File: config.mk
export PLATFORM = sky130hd
export DESIGN_NAME = ram_port_arbiter
export DESIGN_NICKNAME = d
export VERILOG_FILES = /design/src/rtl/ram_port_arbiter.sv
export SDC_FILE = /design/constraint.sdc
export NUM_CORES = 1
export LEC_CHECK = 0
export CORE_AREA = 2 2 91 93
export DETAILED_ROUTE_END_ITERATION = 12
export DIE_AREA = 0 0 93 95
export PLACE_DENSITY_LB_ADDON = 0.15
export SYNTH_ARGS = -nofsm -noshare
export SYNTH_HDL_FRONTEND = slang
export SYNTH_SLANG_ARGS = --single-unit
File: constraint.sdc
create_clock -name i_clock -period 2.1 [get_ports i_clock]
set_clock_uncertainty 0.1 [all_clocks]
set_input_delay 0.42 -clock i_clock [delete_from_list [all_inputs] [get_ports i_clock]]
set_output_delay 0.42 -clock i_clock [all_outputs]
set_load 0.005 [all_outputs]
File: src/rtl/ram_port_arbiter.sv
// ram_port_arbiter
// ----------------
// Shares the spare port of a dual-port RAM between NUM_REQ requesters, for
// example a NoC DMA, a debug loader and a packet-buffer reader. Arbitration
// is round-robin. A requester can hold the port for a locked burst of at
// most MAX_BURST beats. Word addresses at or above SIZE are never written.
// Such accesses return an error pulse instead of read data.
//
// Ports
//   i_clock       system clock
//   i_reset       synchronous reset, active low
//   i_enable      global enable; low = no grants, all state frozen
//   i_req         per-requester request (level)
//   i_req_lock    per-requester burst lock, sampled with i_req
//   i_req_addr    packed word addresses, requester i in slice i
//   i_req_wb      packed byte strobes, all-zero = read
//   i_req_wdata   packed write data
//   o_gnt         one-hot grant, combinational, same cycle as RAM drive
//   o_rvalid      one-hot read-data valid, one cycle after a granted read
//   o_rerr        one-hot out-of-range pulse, same timing as o_rvalid
//   o_rdata       shared read data, qualified by o_rvalid
//   o_mem_addr    RAM word address
//   o_mem_wb      RAM byte write strobes
//   o_mem_wdata   RAM write data
//   i_mem_rdata   RAM read data (one cycle latency)

module ram_port_arbiter #(
  parameter int NUM_REQ   = 2,
  parameter int ADDR_W    = 16,
  parameter int DATA_W    = 32,
  parameter int SIZE      = 16384,
  parameter int MAX_BURST = 8
) (
  input  logic                          i_clock,
  input  logic                          i_reset,
  input  logic                          i_enable,
  input  logic [NUM_REQ-1:0]            i_req,
  input  logic [NUM_REQ-1:0]            i_req_lock,
  input  logic [NUM_REQ*ADDR_W-1:0]     i_req_addr,
  input  logic [NUM_REQ*(DATA_W/8)-1:0] i_req_wb,
  input  logic [NUM_REQ*DATA_W-1:0]     i_req_wdata,
  output logic [NUM_REQ-1:0]            o_gnt,
  output logic [NUM_REQ-1:0]            o_rvalid,
  output logic [NUM_REQ-1:0]            o_rerr,
  output logic [DATA_W-1:0]             o_rdata,
  output logic [ADDR_W-1:0]             o_mem_addr,
  output logic [DATA_W/8-1:0]           o_mem_wb,
  output logic [DATA_W-1:0]             o_mem_wdata,
  input  logic [DATA_W-1:0]             i_mem_rdata
);

  localparam int WB_W  = DATA_W / 8;
  localparam int IDX_W = (NUM_REQ > 1) ? $clog2(NUM_REQ) : 1;
  localparam int CNT_W = $clog2(MAX_BURST + 1);

  // Unpacked views of the packed request buses
  logic [ADDR_W-1:0] w_addr  [NUM_REQ];
  logic [WB_W-1:0]   w_wb    [NUM_REQ];
  logic [DATA_W-1:0] w_wdata [NUM_REQ];

  genvar gi;
  generate
    for (gi = 0; gi < NUM_REQ; gi++) begin : g_unpack
      assign w_addr[gi]  = i_req_addr[gi*ADDR_W +: ADDR_W];
      assign w_wb[gi]    = i_req_wb[gi*WB_W +: WB_W];
      assign w_wdata[gi] = i_req_wdata[gi*DATA_W +: DATA_W];
    end
  endgenerate

  // State
  logic [IDX_W-1:0]  r_ptr;
  logic              r_own_vld;
  logic [IDX_W-1:0]  r_own;
  logic [CNT_W-1:0]  r_cnt;
  logic [ADDR_W-1:0] r_addr_hold;
  logic [NUM_REQ-1:0] r_rvalid;
  logic [NUM_REQ-1:0] r_rerr;

  // Arbitration results
  logic              w_found;
  logic [IDX_W-1:0]  w_g;
  logic [IDX_W-1:0]  w_cand;
  logic              w_grant;
  logic [ADDR_W-1:0] w_sel_addr;
  logic [WB_W-1:0]   w_sel_wb;
  logic [DATA_W-1:0] w_sel_wdata;
  logic              w_oor;
  logic              w_is_read;
  logic [IDX_W-1:0]  w_ptr_next;
  logic [CNT_W-1:0]  w_cnt_new;
  logic              w_own_drop;

  // Winner selection: a lock owner still requesting has priority. Otherwise
  // scan from the pointer upward with wrap, and take the first request.
  always_comb begin
    w_found = 1'b0;
    w_g     = '0;
    w_cand  = '0;
    if (r_own_vld && i_req[r_own]) begin
      w_found = 1'b1;
      w_g     = r_own;
    end else begin
      for (int k = 0; k < NUM_REQ; k++) begin
        w_cand = IDX_W'((int'(r_ptr) + k) % NUM_REQ);
        if (!w_found && i_req[w_cand]) begin
          w_found = 1'b1;
          w_g     = w_cand;
        end
      end
    end
  end

  // No grant while disabled or while reset is asserted
  assign w_grant = w_found && i_enable && i_reset;

  assign w_sel_addr  = w_addr[w_g];
  assign w_sel_wb    = w_wb[w_g];
  assign w_sel_wdata = w_wdata[w_g];
  assign w_oor       = (33'(w_sel_addr) >= 33'(SIZE));
  assign w_is_read   = (w_sel_wb == '0);

  always_comb begin
    o_gnt = '0;
    if (w_grant) begin
      o_gnt[w_g] = 1'b1;
    end
  end

  // Idle cycles keep presenting the last granted address to the RAM
  assign o_mem_addr  = w_grant ? w_sel_addr : r_addr_hold;
  assign o_mem_wdata = w_sel_wdata;
  // Out-of-range beats are demoted to reads, so the RAM is never written
  assign o_mem_wb    = (w_grant && !w_oor) ? w_sel_wb : '0;

  assign o_rvalid = r_rvalid;
  assign o_rerr   = r_rerr;
  // RAM read latency is one cycle, so data lines up with r_rvalid
  assign o_rdata  = i_mem_rdata;

  assign w_ptr_next = (w_g == IDX_W'(NUM_REQ - 1)) ? '0 : w_g + IDX_W'(1);

  // Continue the count only when this grant extends the current owner's
  // burst. A new locker always starts at one beat.
  assign w_cnt_new = (r_own_vld && (r_own == w_g)) ? r_cnt + CNT_W'(1) : CNT_W'(1);

  // The owner gives up the lock as soon as it drops either req or lock
  assign w_own_drop = r_own_vld && (!i_req[r_own] || !i_req_lock[r_own]);

  always_ff @(posedge i_clock) begin
    if (!i_reset) begin
      r_ptr       <= '0;
      r_own_vld   <= 1'b0;
      r_own       <= '0;
      r_cnt       <= '0;
      r_addr_hold <= '0;
      r_rvalid    <= '0;
      r_rerr      <= '0;
    end else begin
      r_rvalid <= '0;
      r_rerr   <= '0;
      if (w_grant) begin
        r_addr_hold <= w_sel_addr;
        r_ptr       <= w_ptr_next;
        if (w_oor) begin
          r_rerr[w_g] <= 1'b1;
        end else if (w_is_read) begin
          r_rvalid[w_g] <= 1'b1;
        end
        if (i_req_lock[w_g]) begin
          // When the burst limit is reached, the owner is released. The
          // next cycle is then arbitrated from the advanced pointer.
          if (w_cnt_new >= CNT_W'(MAX_BURST)) begin
            r_own_vld <= 1'b0;
            r_cnt     <= '0;
          end else begin
            r_own_vld <= 1'b1;
            r_own     <= w_g;
            r_cnt     <= w_cnt_new;
          end
        end else begin
          r_own_vld <= 1'b0;
          r_cnt     <= '0;
        end
      end else if (i_enable && w_own_drop) begin
        r_own_vld <= 1'b0;
        r_cnt     <= '0;
      end
    end
  end

endmodule

; Yosys cells after proc, flatten, opt, wreduce, memory -nomap -nowiden
; Cells that the tools add are included.
[totals]
register_bits = 27
output_inout_bits = 90
[op_classes]
addsub = 3
order_cmp = 8
eq_ne = 1
mux = 41
bitwise = 5
reduce_logical = 19
[ops]
columns = op, count
row1 = $mux 32, 3
row2 = $mux 16, 4
row3 = $mux 4, 9
row4 = $mux 1, 23
row5 = $ge 16x15->1 const B, 1
row6 = $logic_and 1x1->1, 9
row7 = $lt 1x2->1 const B, 4
row8 = $reduce_and 3->1, 2
row9 = $add 4x1->4 const B, 1
row10 = $ge 4x4->1 const B, 1
row11 = $logic_not 1->1, 4
row12 = $logic_not 4->1, 1
row13 = $not 1->1, 4
row14 = $reduce_or 4->1, 1
row15 = $add 1x1->1 const B, 2
row16 = $ge 2x2->1 const B, 1
row17 = $mux 2, 1
row18 = $not 1->2, 1
row19 = $reduce_bool 2->1, 1
row20 = $demux 1 s1, 1
row21 = $eq 1x1->1, 1
row22 = $ge 1x1->1 const B, 1
row23 = $logic_or 1x1->1, 1

; Longest topological paths before layout
; Gate-level depths: netlist (run 1).
[logic_depth]
word_depth = 16
mapped_depth = 7
ltp_nobuf = 5

; Worst setup path before layout (run 1)
; Ideal clock, no wire load.
[synth_path]
path_type = reg2out
start = register r_own_vld
end = output port o_mem_wb[0]
arrival_time_ns = 1.436
t_required_ns = 1.580
slack_ns = 0.144
stages_incl_launch_ff = 7
path_buffers = 1
cell_sequence = dfxtp_1 -> mux2i_1 -> a21boi_4 -> mux2i_1 -> or2_0 -> clkbuf_1 -> a21oi_1
[synth_between]
elab_chain_cells = 10
elab_cells_between_ends = 16
cone_classes = 1 x order compare / 9 x mux / 1 x bitwise / 5 x reduce/logical
[synth_lines]
columns = item, line
row1 = from (decl), 72  ; logic r_own_vld;
row2 = from (signal assigned), 152  ; r_own_vld <= 1'b0;
row3 = from (signal assigned), 173  ; r_own_vld <= 1'b0;
row4 = from (signal assigned), 176  ; r_own_vld <= 1'b1;
row5 = $logic_and 1x1->1 *, 99  ; if (r_own_vld && i_req[r_own]) begin
row6 = $mux 1, 99
row7 = $not 1->2 (not written as such), "116, 117"
row8 = $mux 16 (not written as such) (3 in series), 116  ; assign w_sel_addr = w_addr[w_g];
row9 = $ge 16x15->1, 119  ; assign w_oor = (33'(w_sel_addr) >= 33'(SIZE));
row10 = $logic_not 1->1, 133  ; assign o_mem_wb = (w_grant && !w_oor) ? w_sel_wb : '0;
row11 = $logic_and 1x1->1, 133
row12 = $mux 4 *, 133
row13 = to (decl), 47  ; output logic [DATA_W/8-1:0] o_mem_wb,
; Mark *: on every way between the ends. The rest lies on a longest branch, timed or not. The select of a mux whose other input is x is not followed.

; Final worst setup path (run 1)
[layout_path]
start = register r_own_vld
end = output port o_mem_addr[9]
[layout_between]
elab_chain_cells = 7
elab_cells_between_ends = 10
cone_classes = 6 x mux / 1 x bitwise / 3 x reduce/logical
[layout_lines]
columns = item, line
row1 = $logic_and 1x1->1 *, 99
row2 = $mux 1, 99
row3 = $not 1->2 (not written as such), 116
row4 = $mux 16 (not written as such) (3 in series), 116
row5 = $mux 16 *, n/a
row6 = to (decl), 46  ; output logic [ADDR_W-1:0] o_mem_addr,
; Marks and branches as above.

==> results.py, run 1 <==
metrics = {
    "synth": {
        "ys_ff_latch": 27,
        "syn_area_um2": 2020,
        "synthFlopType": "dfxtp_1",
        "yosysWarnings": 0,
        "synth_edf_count": 0,
        "synth_area_per_cell_um2": 6.72,
        "syn-instance-count": 301,
        "seq_area_frac_synth_pct": 26.7,
        "synth.distinct_cells": 35,
        "syn-num-nets": 445,
        "postSynth.asyncResetShare_pct": 0,
    },
    "clock_tree": {
        "clkLatencyLatePin_ns": 0.27,
        "clock-sinks": 27,
        "hold_buffers": 0,
        "root_buffer": "clkbuf_8",
        "clkTransAtPathRegs_ns": 0.09,
        "tritoncts": "yes",
        "htree_levels": 1,
        "clockBufferDepth": 2,
        "cts_made_buffers": 3,
    },
    "pwr": {
        "ir_worst_vdd_uv": 227,
        "power_density_nw_per_um2": 378,
        "total_leakage_power_nw": 1.98,
    },
    "global_routing": {
        "global_route.usage.met2_pct": 35.3,
        "grt_busiest_layer": "met2",
        "grtUsageMet1_pct": 21.1,
        "grt_max_degree": 28,
        "grt_util_met3_pct": 6.78,
        "grt_antenna_before_repair": 0,
        "grtUsageTotal_pct": 19.0,
        "grt_overflow_total": 0,
        "grt_pass1_wl_mm": 13.4,
        "grt_pass1_vias": 2719,
    },
    "critical_path": {
        "critPathCaptureType": "primary output",
        "crit_path_max_incr_delay_ns": 0.37,
        "cp_max_fo": 7,
        "startpoint_type": "flip-flop",
        "cp_num_buf_inv": 3,
        "critPathArrivalTime_ns": 1.77,
        "path_cells": "mux2i_4, a21boi_4, buf_6, buf_8, mux2i_2, o21ai_2, buf_2",
        "crit_slowest_cell": "dfxtp_4",
        "critical_path_required_ns": 1.58,
        "path_class": "flip-flop to primary output",
        "cp_top_family": "multiplexers",
        "r2r_setup_slack_ns": 0.07,
    },
    "placement": {
        "place.gp.congestion": 0.763,
        "io_buffers": 168,
        "dp_slack_ns": -0.823,
        "hpwl_mm": 6.07,
        "dpl_cell_area_um2": 3660,
    },
    "cells_and_area": {
        "diodes": 0,
        "finalInstanceArea_um2": 4260,
        "mostFrequentLayoutCell": "clkdlybuf4s50_1",
        "final_layout_size_suffix_gt1_share_pct": 38.8,
        "nets": 640,
        "synthToLayoutAreaGrowth_pct": 111,
        "final_cell_mix": "110 x clkdlybuf4s50_1, 98 x nand2_1, 51 x buf_2",
    },
    "die": {
        "io_pins": 233,
        "die_h_um": 95,
        "rows": 33,
        "start_util_pct": 25.5,
        "coreArea_um2": 7930,
        "dieArea_um2": 8840,
        "die_w_um": 93,
    },
    "route": {
        "first_pass_iters": 4,
        "first_iter_violations": 54,
        "wl_per_cell_um": 15.1,
        "vias": 2680,
        "post_drt_via_cell_ratio": 4.47,
        "drc": 0,
        "detail-route-antenna-nets": 0,
        "wl_mm": 9.07,
    },
    "sta": {
        "slew_headroom_pct": 73.1,
        "fmax_ghz": 0.436,
        "final-setup-viol-count": 54,
        "finalHoldViolations": 0,
        "min_period_over_period_pct": 109,
        "drv_slew": 0,
        "tightest_slew_ns": 0.400,
        "fin_ws_ns": -0.193,
        "rsz0062_at_grt": "yes",
        "min_period_ns": 2.29,
    },
    "run_status": {
        "violations": "setup timing",
        "status": "finished, violations left",
    },
    "min_path": {
        "min_path_type": "flip-flop to flip-flop",
    },
    "run": {
        "drv_cap": 0,
    },
}
==> final timing paths <==
path                   end  cells past startpoint       from
min reg2reg       r_cnt[0]                      2   r_cnt[0]
max          o_mem_addr[9]                      7  r_own_vld
max reg2reg       r_cnt[1]                      9  r_own_vld
min               r_cnt[0]                      2   r_cnt[0]
==> state kept, by name (all words and copies together), names as in the netlist <==
register     cells
o_rerr           2
r_own            1
r_cnt            4
r_own_vld        1
r_ptr            1
r_addr_hold     16
o_rvalid         2
==> metrics by stage <==
step / setup TNS [ns] / utilization, % / hold WS [ns] / power, mW / instances
after global routing: -12.41 / 53.7 / 0.423 / 1.72 / 600
final: -6.67 / 53.7 / 0.402 / 1.61 / 600
after detailed placement: -41.04 / 46.2 / 0.395 / 1.20 / 543
after global placement: -39.26 / 46.2 / 0.383 / 1.20 / 543
after floorplan: 0 / - / 0.364 / 0.804 / 301
after CTS: -8.96 / 52.4 / 0.410 / 1.61 / 596
==> report_power, final <==
group / switching (mW) / leakage (nW) / internal (mW)
Clock: 0.157 / 0.0228 / 0.136
Sequential: 0.00846 / 0.220 / 0.531
Combinational: 0.300 / 1.74 / 0.480
Total: 0.465 / 1.98 / 1.15
==> synth_stat cells (2+ instances only) <==
master    number  area, um^2
clkbuf_1       8        30.0
nor3_1         2        10.0
nand2_1      127         477
mux2i_1       18         180
a21oi_1        7        35.0
nor2b_1        3        18.8
nor3_2         2        20.0
inv_1          2        7.51
nor2_1         5        18.8
nand4b_1       2        17.5
o21ai_0        2        10.0
dfxtp_1       27         541
and2_1        17         106
buf_4         33         248
nand3_1        4        20.0
o21ai_1       15        75.1
or4_1          2        15.0
buf_2          8        40.0
==> worst min-delay path, cell delays in order (launching register included) <==
cell and delay, ns:
dfxtp_1 0.35, nand3_1 0.07, nand2_1 0.05
==> cell type report <==
class	count	area (um^2)
fillers	789	3670
repair buffers	240	2160
multi-input cells	222	1370
flip-flops and latches	27	544
well taps	105	131
clock buffers	4	45.0
inverters	2	7.51
==> cell families after synthesis <==
group,share of synthesized area (%)
flip-flops,26.7
AO/OA/AOI/OAI,10.3
AND/OR/NAND/NOR,35.8
buffers and inverters,16.6
XOR/XNOR,0.433
multiplexers,9.47
adder cells (fa/ha/maj),0.619
==> what timing repair did <==
| action | 4_1_cts | 5_1_grt |
|---|---|---|
| buffers inserted | 45 | 6 |
| resized for setup | 311 | 22 |
| endpoints found under the setup margin | 58 | 59 |
| pin swaps | 48 | 12 |
| cloned | 4 | 3 |
==> routing by layer <==
metal / vias up / part of all wire (%)
met5: - / 0
met1: 1217 / 39
met2: 128 / 49
met3: 6 / 11
met4: 0 / 0.57
li1: 1329 / -
Power figures use the tool's default switching activity.
==> run 2: changes to the inputs <==
Settings changed: CORE_AREA 2 2 91 93 to not set, CORE_MARGIN set to 1.5, CORE_UTILIZATION set to 25, DIE_AREA 0 0 93 95 to not set.
Clock period 2.1 ns to 2.05 ns, I/O delays scaled along.
==> results.py, run 2 (synthesized netlist as in run 1, its figures left out) <==
metrics = {
    "placement": {
        "hpwl_mm": 5.39,
        "dp_slack_ns": -0.721,
        "io_buffers": 168,
        "place.gp.congestion": 0.703,
    },
    "critical_path": {
        "r2r_end": "r_cnt[1]",
        "critPathArrivalTime_ns": 1.83,
        "r2r_setup_slack_ns": 0.02,
        "rr_worst_depth": 8,
        "cpMostUsedCell": "buf_12",
        "startpoint_type": "flip-flop",
        "crit_slowest_cell": "dfxtp_2",
        "path_cells": "mux2i_4, a21boi_4, buf_6, buf_12, buf_12, mux2i_1, o21ai_1, buf_2",
        "r2r_start": "r_own_vld",
        "crit_path_max_incr_delay_ns": 0.37,
        "path_class": "flip-flop to primary output",
        "critical_path_required_ns": 1.54,
        "cp_max_fo": 5,
        "critPathCaptureType": "primary output",
    },
    "route": {
        "post_drt_via_cell_ratio": 4.40,
        "first_iter_violations": 38,
        "wl_per_cell_um": 13.5,
        "vias": 2519,
        "wl_mm": 7.72,
        "drc": 0,
        "first_pass_iters": 4,
        "detail-route-antenna-nets": 0,
    },
    "die": {
        "coreArea_um2": 7770,
        "start_util_pct": 26.0,
        "dieArea_um2": 8640,
        "die_h_um": 92.9,
        "io_pins": 233,
        "die_w_um": 92.9,
        "rows": 32,
    },
    "sta": {
        "drv_slew": 0,
        "finalHoldViolations": 0,
        "min_period_over_period_pct": 114,
        "rsz0062_at_grt": "yes",
        "hold_slack_ns": 0.403,
        "slew_headroom_pct": 75.7,
        "final-setup-viol-count": 54,
        "fin_ws_ns": -0.294,
        "min_period_ns": 2.34,
        "fmax_ghz": 0.427,
        "tightest_slew_ns": 0.364,
    },
    "cells_and_area": {
        "n_fill_cell": 773,
        "nets": 616,
        "mostFrequentLayoutCell": "nand2_1",
        "final_cell_mix": "116 x nand2_1, 110 x clkdlybuf4s50_1, 50 x buf_2",
        "largest_reg_flops": 16,
        "register_area_um2": 542,
        "diodes": 0,
        "largestRegisters": "r_addr_hold: 16 flops, r_cnt: 4 flops",
        "multi_input_area_um2": 1250,
        "regMostFlops": "r_addr_hold",
        "final_layout_size_suffix_gt1_share_pct": 28.0,
        "synthToLayoutAreaGrowth_pct": 98.3,
    },
    "min_path": {
        "holdPathStages": 1,
        "holdPathEnd": "r_cnt[3]",
        "hold_start": "r_cnt[3]",
        "min_path_type": "flip-flop to flip-flop",
    },
    "clock_tree": {
        "clock-sinks": 27,
        "htree_levels": 1,
        "tritoncts": "yes",
        "clockBufferDepth": 2,
        "cts_made_buffers": 3,
        "root_buffer": "clkbuf_8",
        "clkTransAtPathRegs_ns": 0.09,
        "clkLatencyLatePin_ns": 0.27,
    },
    "global_routing": {
        "grt_pass1_vias": 2381,
        "grt_antenna_before_repair": 0,
        "grt_pass1_wl_mm": 11.7,
        "grt_max_degree": 24,
        "grtUsageTotal_pct": 16.8,
        "grt_overflow_total": 0,
    },
    "pwr": {
        "total_leakage_power_nw": 1.85,
        "power_density_nw_per_um2": 396,
        "ir_worst_vdd_uv": 243,
    },
    "run_status": {
        "violations": "setup timing",
        "status": "finished, violations left",
    },
    "run": {
        "drv_cap": 0,
    },
}
[run 2: cell count changes in the layout (fill, tap and decap cells not counted), moves of 10 or more]
cell / previous run / this run
o21ai_1: 5 / 15
buf_4: 41 / 24
nand2_1: 98 / 116
o21ai_2: 11 / 1
nand2_2: 25 / 9
buf_6: 22 / 9
[run 2: area by class of cell]
type	instances	share of cell area (%)
Timing Repair Buffer	216	50.9
Multi-Input combinational cell	222	31.1
Sequential cell	27	13.5
Tap cell	102	3.18
Clock buffer	4	1.12
Inverter	2	0.187
[run 2: worst max-delay path, delay by kind of cell, from the launching register on]
family          cells  cell delay [ns]
compound gates      2             0.26
mux                 2             0.39
buf+inv             4             0.55
flops               1             0.37
[run 2: where the power goes]
| group | internal [mW] | switching (mW) | total [mW] |
|---|---|---|---|
| sequential | 0.544 | 0.00804 | 0.553 |
| clock | 0.139 | 0.161 | 0.300 |
| combinational | 0.465 | 0.271 | 0.736 |
| total | 1.15 | 0.440 | 1.59 |
[run 2: timing repair]
item | in CTS | in global routing
endpoints found under the setup margin | 55 | 56
gates resized for setup | 236 | 32
buffers inserted | 11 | 10
pin swaps | 17 | 23
hold buffers | 0 | 0
gates cloned | 7 | 0
[run 2: worst max-delay path by stage]
stage / start / end / slack, ns / cells past startpoint
2_1_floorplan: r_own_vld / o_mem_wb[0] / 0.10 / 6
3_3_place_gp: i_req[1] / o_mem_addr[11] / -0.70 / 6
3_5_place_dp: i_req[1] / o_mem_wb[3] / -0.72 / 6
4_1_cts: r_own_vld / o_mem_addr[12] / -0.29 / 8
5_1_grt: r_own_vld / o_mem_addr[15] / -0.38 / 8
6_report: r_own_vld / o_mem_addr[15] / -0.29 / 8
[run 2: routing by layer]
layer | part of all wire [%] | vias up | global-route usage [%]
met5 | 0 | - | 0
met2 | 48 | 130 | 31.0
li1 | - | 1287 | -
met4 | 0.97 | 0 | 3.41
met1 | 41 | 1094 | 18.5
met3 | 11 | 8 | 5.50
[run 2: through the flow]
| step | cell area, um^2 | setup TNS (ns) | power [mW] | instances | utilization [%] |
|---|---|---|---|---|---|
| 2_1_floorplan | 2020 | 0 | 0.824 | 301 | - |
| 3_3_place_gp | 3730 | -35.70 | 1.24 | 545 | 48.1 |
| 3_5_place_dp | 3730 | -36.45 | 1.24 | 545 | 48.1 |
| 4_1_cts | 3930 | -11.50 | 1.59 | 567 | 50.5 |
| 5_1_grt | 4010 | -14.33 | 1.69 | 573 | 51.6 |
| 6_report | 4010 | -10.64 | 1.59 | 573 | 51.6 |
